[src/rtl/return_stack.sv]
// Hardware return-address stack for call/return prediction.
// Push stores a return address, pop discards the top entry, and push+pop
// together replaces the top entry. Overflow and underflow are sticky error
// flags that clrErr clears. All outputs are derived from registered state
// only, so the fetch-stage PC mux never sees a combinational path from the
// push/pop controls.
module return_stack #(
  parameter int DEPTH = 8,
  parameter int WIDTH = 12
) (
  input  logic                     clk,
  input  logic                     rst,
  input  logic                     push,
  input  logic                     pop,
  input  logic [WIDTH-1:0]         pushData,
  input  logic                     clrErr,
  output logic [WIDTH-1:0]         stackOutput,
  output logic [$clog2(DEPTH):0]   count,
  output logic                     empty,
  output logic                     full,
  output logic                     overflow,
  output logic                     underflow
);

  localparam int AW = $clog2(DEPTH);
  localparam int CW = AW + 1;

  logic [WIDTH-1:0] r_mem [DEPTH];
  logic [CW-1:0]    r_count;
  logic             r_overflow;
  logic             r_underflow;

  logic             w_empty;
  logic             w_full;
  logic [AW-1:0]    w_top_idx;
  logic [AW-1:0]    w_wr_idx;
  logic             w_wr_en;
  logic             w_inc;
  logic             w_dec;
  logic             w_ovf_evt;
  logic             w_unf_evt;

  // Decode the push/pop request against the current occupancy.
  // The top index wraps to DEPTH-1 when count = DEPTH because the low AW
  // bits of DEPTH are zero; it is only used when the stack is non-empty.
  // Push+pop on a non-empty stack rewrites the top slot; on an empty stack
  // it behaves as a plain push while still flagging the pop as underflow.
  always_comb begin
    w_empty   = (r_count == '0);
    w_full    = (r_count == CW'(DEPTH));
    w_top_idx = r_count[AW-1:0] - AW'(1);
    w_wr_en   = push & (pop ? 1'b1 : ~w_full);
    w_wr_idx  = (push & pop & ~w_empty) ? w_top_idx : r_count[AW-1:0];
    w_inc     = push & (pop ? w_empty : ~w_full);
    w_dec     = pop & ~push & ~w_empty;
    w_ovf_evt = push & ~pop & w_full;
    w_unf_evt = pop & w_empty;
  end

  // Entry storage; reset clears every slot so stale addresses never leak out.
  always_ff @(posedge clk or negedge rst) begin
    if (!rst) begin
      for (int i = 0; i < DEPTH; i++) begin
        r_mem[i] <= '0;
      end
    end else if (w_wr_en) begin
      r_mem[w_wr_idx] <= pushData;
    end
  end

  // Occupancy counter; saturates at 0 and DEPTH because inc/dec are gated.
  always_ff @(posedge clk or negedge rst) begin
    if (!rst) begin
      r_count <= '0;
    end else if (w_inc) begin
      r_count <= r_count + CW'(1);
    end else if (w_dec) begin
      r_count <= r_count - CW'(1);
    end
  end

  // Sticky error flags; a new event on the same edge beats clrErr.
  always_ff @(posedge clk or negedge rst) begin
    if (!rst) begin
      r_overflow  <= 1'b0;
      r_underflow <= 1'b0;
    end else begin
      r_overflow  <= w_ovf_evt | (r_overflow  & ~clrErr);
      r_underflow <= w_unf_evt | (r_underflow & ~clrErr);
    end
  end

  // Registered-state-only outputs.
  always_comb begin
    stackOutput = w_empty ? '0 : r_mem[w_top_idx];
    count       = r_count;
    empty       = w_empty;
    full        = w_full;
    overflow    = r_overflow;
    underflow   = r_underflow;
  end

endmodule

[config.mk]
export PLATFORM = sky130hd
export DESIGN_NAME = return_stack
export DESIGN_NICKNAME = d
export VERILOG_FILES = /design/src/rtl/return_stack.sv
export SDC_FILE = /design/constraint.sdc
export NUM_CORES = 1
export LEC_CHECK = 0
export CORE_ASPECT_RATIO = 0.75
export CORE_MARGIN = 2
export CORE_UTILIZATION = 53
export DETAILED_ROUTE_END_ITERATION = 12
export GPL_TIMING_DRIVEN = 0
export PLACE_DENSITY = 0.82
export SYNTH_ARGS = -nofsm -noshare
export SYNTH_HDL_FRONTEND = slang
export SYNTH_SLANG_ARGS = --single-unit
[constraint.sdc]
create_clock -name clk -period 2.6 [get_ports clk]
set_clock_uncertainty 0.05 [all_clocks]
set_input_delay 0.52 -clock clk [delete_from_list [all_inputs] [get_ports clk]]
set_output_delay 0.52 -clock clk [all_outputs]
set_load 0.01 [all_outputs]
==> reports/metrics.csv <==
stage,metric,value,unit
routing,drtPass1Iterations,5,
routing,drt_iter0_markers,349,
yosys,postSynthAreaPerCell,14.2,sq um
clock_network,htreeDepth,3,
layout,final_area,6370,sq um
placed_design,io_buffers,36,
power_and_ir_drop,clkPwrFrac,0.131,
yosys,synth_nets,378,
clock_network,cts_sinks,102,
layout,multi_input_area,2500,sq um
global_route,grt_pass1_vias,3609,
global_route,grt_max_degree,61,
power_and_ir_drop,switching_power,3750,uW
setup_path,critPathCaptureType,primary output,
layout,fin_cells,566,
layout,nNetsFinal,454,
routing,ant_nets,0,
yosys,synthTopCellsByCount,"102 x dfrtp_1, 72 x mux2_2, 28 x nand2_1, 26 x mux2_1, 24 x mux4_2",
power_and_ir_drop,p_total,9820,uW
clock_network,clk_latency,0.36,ns
routing,vias,3631,
power_and_ir_drop,combPwrFrac,0.578,
placed_design,place_area,5620,sq um
yosys,yosysMostFrequentCell,dfrtp_1,
timing,rsz0062_at_grt,yes,
timing,fin_ws,-0.304,ns
timing,report.final.slew_viol_count,0,
placed_design,preCtsSetupSlack,-0.703,ns
placed_design,place_inst,522,
floorplan,rows,30,
yosys,syn-cell-area,5070,sq um
routing,wl_per_cell,23.9,um
yosys,yosysSeqAreaShare,0.504,
timing,timing_worst_slew_pin_value,0.641,ns
layout,antenna_cells,0,
layout,area_delta_synth_final,25.7,%
yosys,ys_ff_latch,102,
global_route,antenna_found_initial,0,
clock_network,cts-root-buf,clkbuf_16,
power_and_ir_drop,leakagePower,0.00268,uW
floorplan,die_w,117,um
power_and_ir_drop,switching_share,0.382,
setup_path,cp-start-kind,flop,
run,cap_violations,0,
setup_path,critPathMaxFanout,10,
yosys,synth_cells,357,
yosys,synth-async-reset-ratio,1.00,
floorplan,dieHeight,88.7,um
layout,drive_above_1_share,0.482,
clock_network,tritoncts,built,
power_and_ir_drop,p_seq_frac,0.291,
routing,drt_wl_total,13500,um
floorplan,ios,37,
yosys,synth_area_leaders,"dfrtp_1 50%, mux2_2 16%, mux4_2 11%, mux2_1 5.8%, nand2_1 2.1%",
yosys,synth_edf_count,0,
floorplan,start_util,0.553,
clock_network,cts.path.max_buffers,2,
global_route,grt.overflow.total,0,
yosys,synth_area_leader_cell,dfrtp_1,
global_route,grt_pass1_wl,19700,um
yosys,synth_warnings,0,
placed_design,dp_hpwl,7690,um
run_status,violations,setup timing,
timing,fin_crit_sh,1.12,
timing,max_slew_margin,0.570,
yosys,ys.flop_type,dfrtp_1,
setup_path,worstPathArrival,2.33,ns
power_and_ir_drop,internal_power,6070,uW
clock_network,numCtsBuffers,9,
timing,hold_viol_final,0,
timing,min_period,2.90,ns
power_and_ir_drop,vdd_drop_max,0.000651,V
placed_design,routabilityCongestion,0.846,
run_status,outcome,"complete, but fails checks",
routing,drc,0,
floorplan,die_area,10400,sq um
timing,setup_viol,19,
floorplan,core_area,9160,sq um
layout,fillers,633,
power_and_ir_drop,power.density,1540,nW/um^2
setup_path,path_class,reg -> out,
timing,timing.fmax,344,MHz
setup_path,cp.required,2.03,ns
clock_network,cts.reportedPaths.clkPinSlew,0.08,ns
yosys,synth_top_area_frac,0.504,
layout,register_area,2550,sq um
global_route,track_usage,0.264,
min_path,worstHoldPathType,in -> async,
yosys,ys_types,45,
routing,post_drt_via_cell_ratio,6.42,
-- timing repair --
item | in CTS | in global routing
pin swaps | 12 | 8
buffers inserted | 12 | 15
hold buffers | 0 | 0
resized for setup | 96 | 20
endpoints found under the setup margin | 54 | 33
gates cloned | 2 | 0
-- critical path, stage by stage, from the launching register on --
cell and delay, ns:
dfrtp_1 0.48, buf_2 0.28, clkbuf_2 0.35, buf_2 0.40, a221oi_2 0.06, a31oi_1 0.21
buf_2 0.17
-- power groups by stage --
stage                     combinational, uW  sequential (uW)  clock, uW
after floorplan                        3140             2700          0
after global placement                 4350             2780          0
after detailed placement               4520             2840          0
after CTS                              5210             2810       1290
after global routing                   6010             2930       1380
final                                  5680             2860       1290
-- sequential cells by signal, indices dropped and copies added, names as in the netlist --
signal     flops
count          4
overflow       1
r_mem         96
underflow      1
-- routing by layer --
metal	track usage	vias up	part of all wire
met4	0.0834	0	0.023
li1	-	1516	-
met3	0.0644	30	0.073
met1	0.366	1911	0.41
met5	0	-	0
met2	0.417	174	0.49
-- stage by stage --
| step | TNS [ns] | hold slack [ns] | utilization |
|---|---|---|---|
| global placement | -286.68 | 0.418 | 0.611 |
| floorplan | 0 | 0.174 | - |
| CTS | -2.09 | 0.135 | 0.676 |
| global route | -4.33 | 0.162 | 0.695 |
| finish | -2.97 | 0.124 | 0.695 |
| detailed placement | -23.52 | 0.428 | 0.614 |
-- kinds of logic (layout without fill, tap and decap cells) --
kind of cell | count (synthesis) | in the layout | share of synthesized area
and+or+nand+nor | 46 | 46 | 0.0459
buffers and inverters | 32 | 113 | 0.0311
adders and majority gates | 4 | 4 | 0.0114
muxes | 123 | 123 | 0.327
xor gates and xnor gates | 4 | 4 | 0.00691
DFF | 102 | 102 | 0.504
AOI/OAI and AO/OA | 46 | 46 | 0.0736
-- cells in the final DEF, fill, tap and decap left out, types with 2 or more instances in the layout --
master           Yosys  final
dfrtp_1            102    100
mux2_2              72     72
nand2_1             28     28
buf_4                5     27
mux2_1              26     26
mux4_2              24     24
clkdlybuf4s50_1      0     23
buf_2                9     18
a221oi_2             0     12
a31oi_1             12     11
clkbuf_16            0     10
buf_6                1      7
inv_1                7      4
buf_12               0      4
nor2_1               4      4
clkbuf_4             0      3
o21ai_0              4      3
o221ai_2             2      3
ha_4                 0      3
clkinv_4             0      3
buf_16               0      3
nand3b_1             2      2
clkbuf_2             0      2
clkinvlp_4           0      2
nand2b_1             2      2
xor2_1               2      2
xnor2_1              2      2
o32ai_2              2      2
nand4_1              2      2
o211ai_1             2      2
inv_6                0      2
dfrtp_2              0      2
-- layout make-up --
| class | count | share of cell area |
|---|---|---|
| Sequential cell | 102 | 0.401 |
| Multi-Input combinational cell | 223 | 0.392 |
| Timing Repair Buffer | 66 | 0.0953 |
| Buffer | 24 | 0.0367 |
| Clock buffer | 9 | 0.0354 |
| Tap cell | 128 | 0.0252 |
| Clock inverter | 7 | 0.00884 |
| Inverter | 7 | 0.00511 |
-- final timing paths --
path                                    endpoint  cells after the start                  start  slack, ns
max                               stackOutput[4]                      6   count[2]$_DFFE_PN0P_      -0.30
min                        r_mem[67]$_DFFE_PN0P_                      1                    rst       0.12
max reg2reg                 count[3]$_DFFE_PN0P_                     12   count[0]$_DFFE_PN0P_      -0.06
min reg2reg                r_mem[38]$_DFFE_PN0P_                      1  r_mem[38]$_DFFE_PN0P_       0.44
max in group asynchronous   r_mem[3]$_DFFE_PN0P_                      2                    rst       1.68
min in group clk           r_mem[38]$_DFFE_PN0P_                      1  r_mem[38]$_DFFE_PN0P_       0.44
Power figures use the tool's default switching activity.
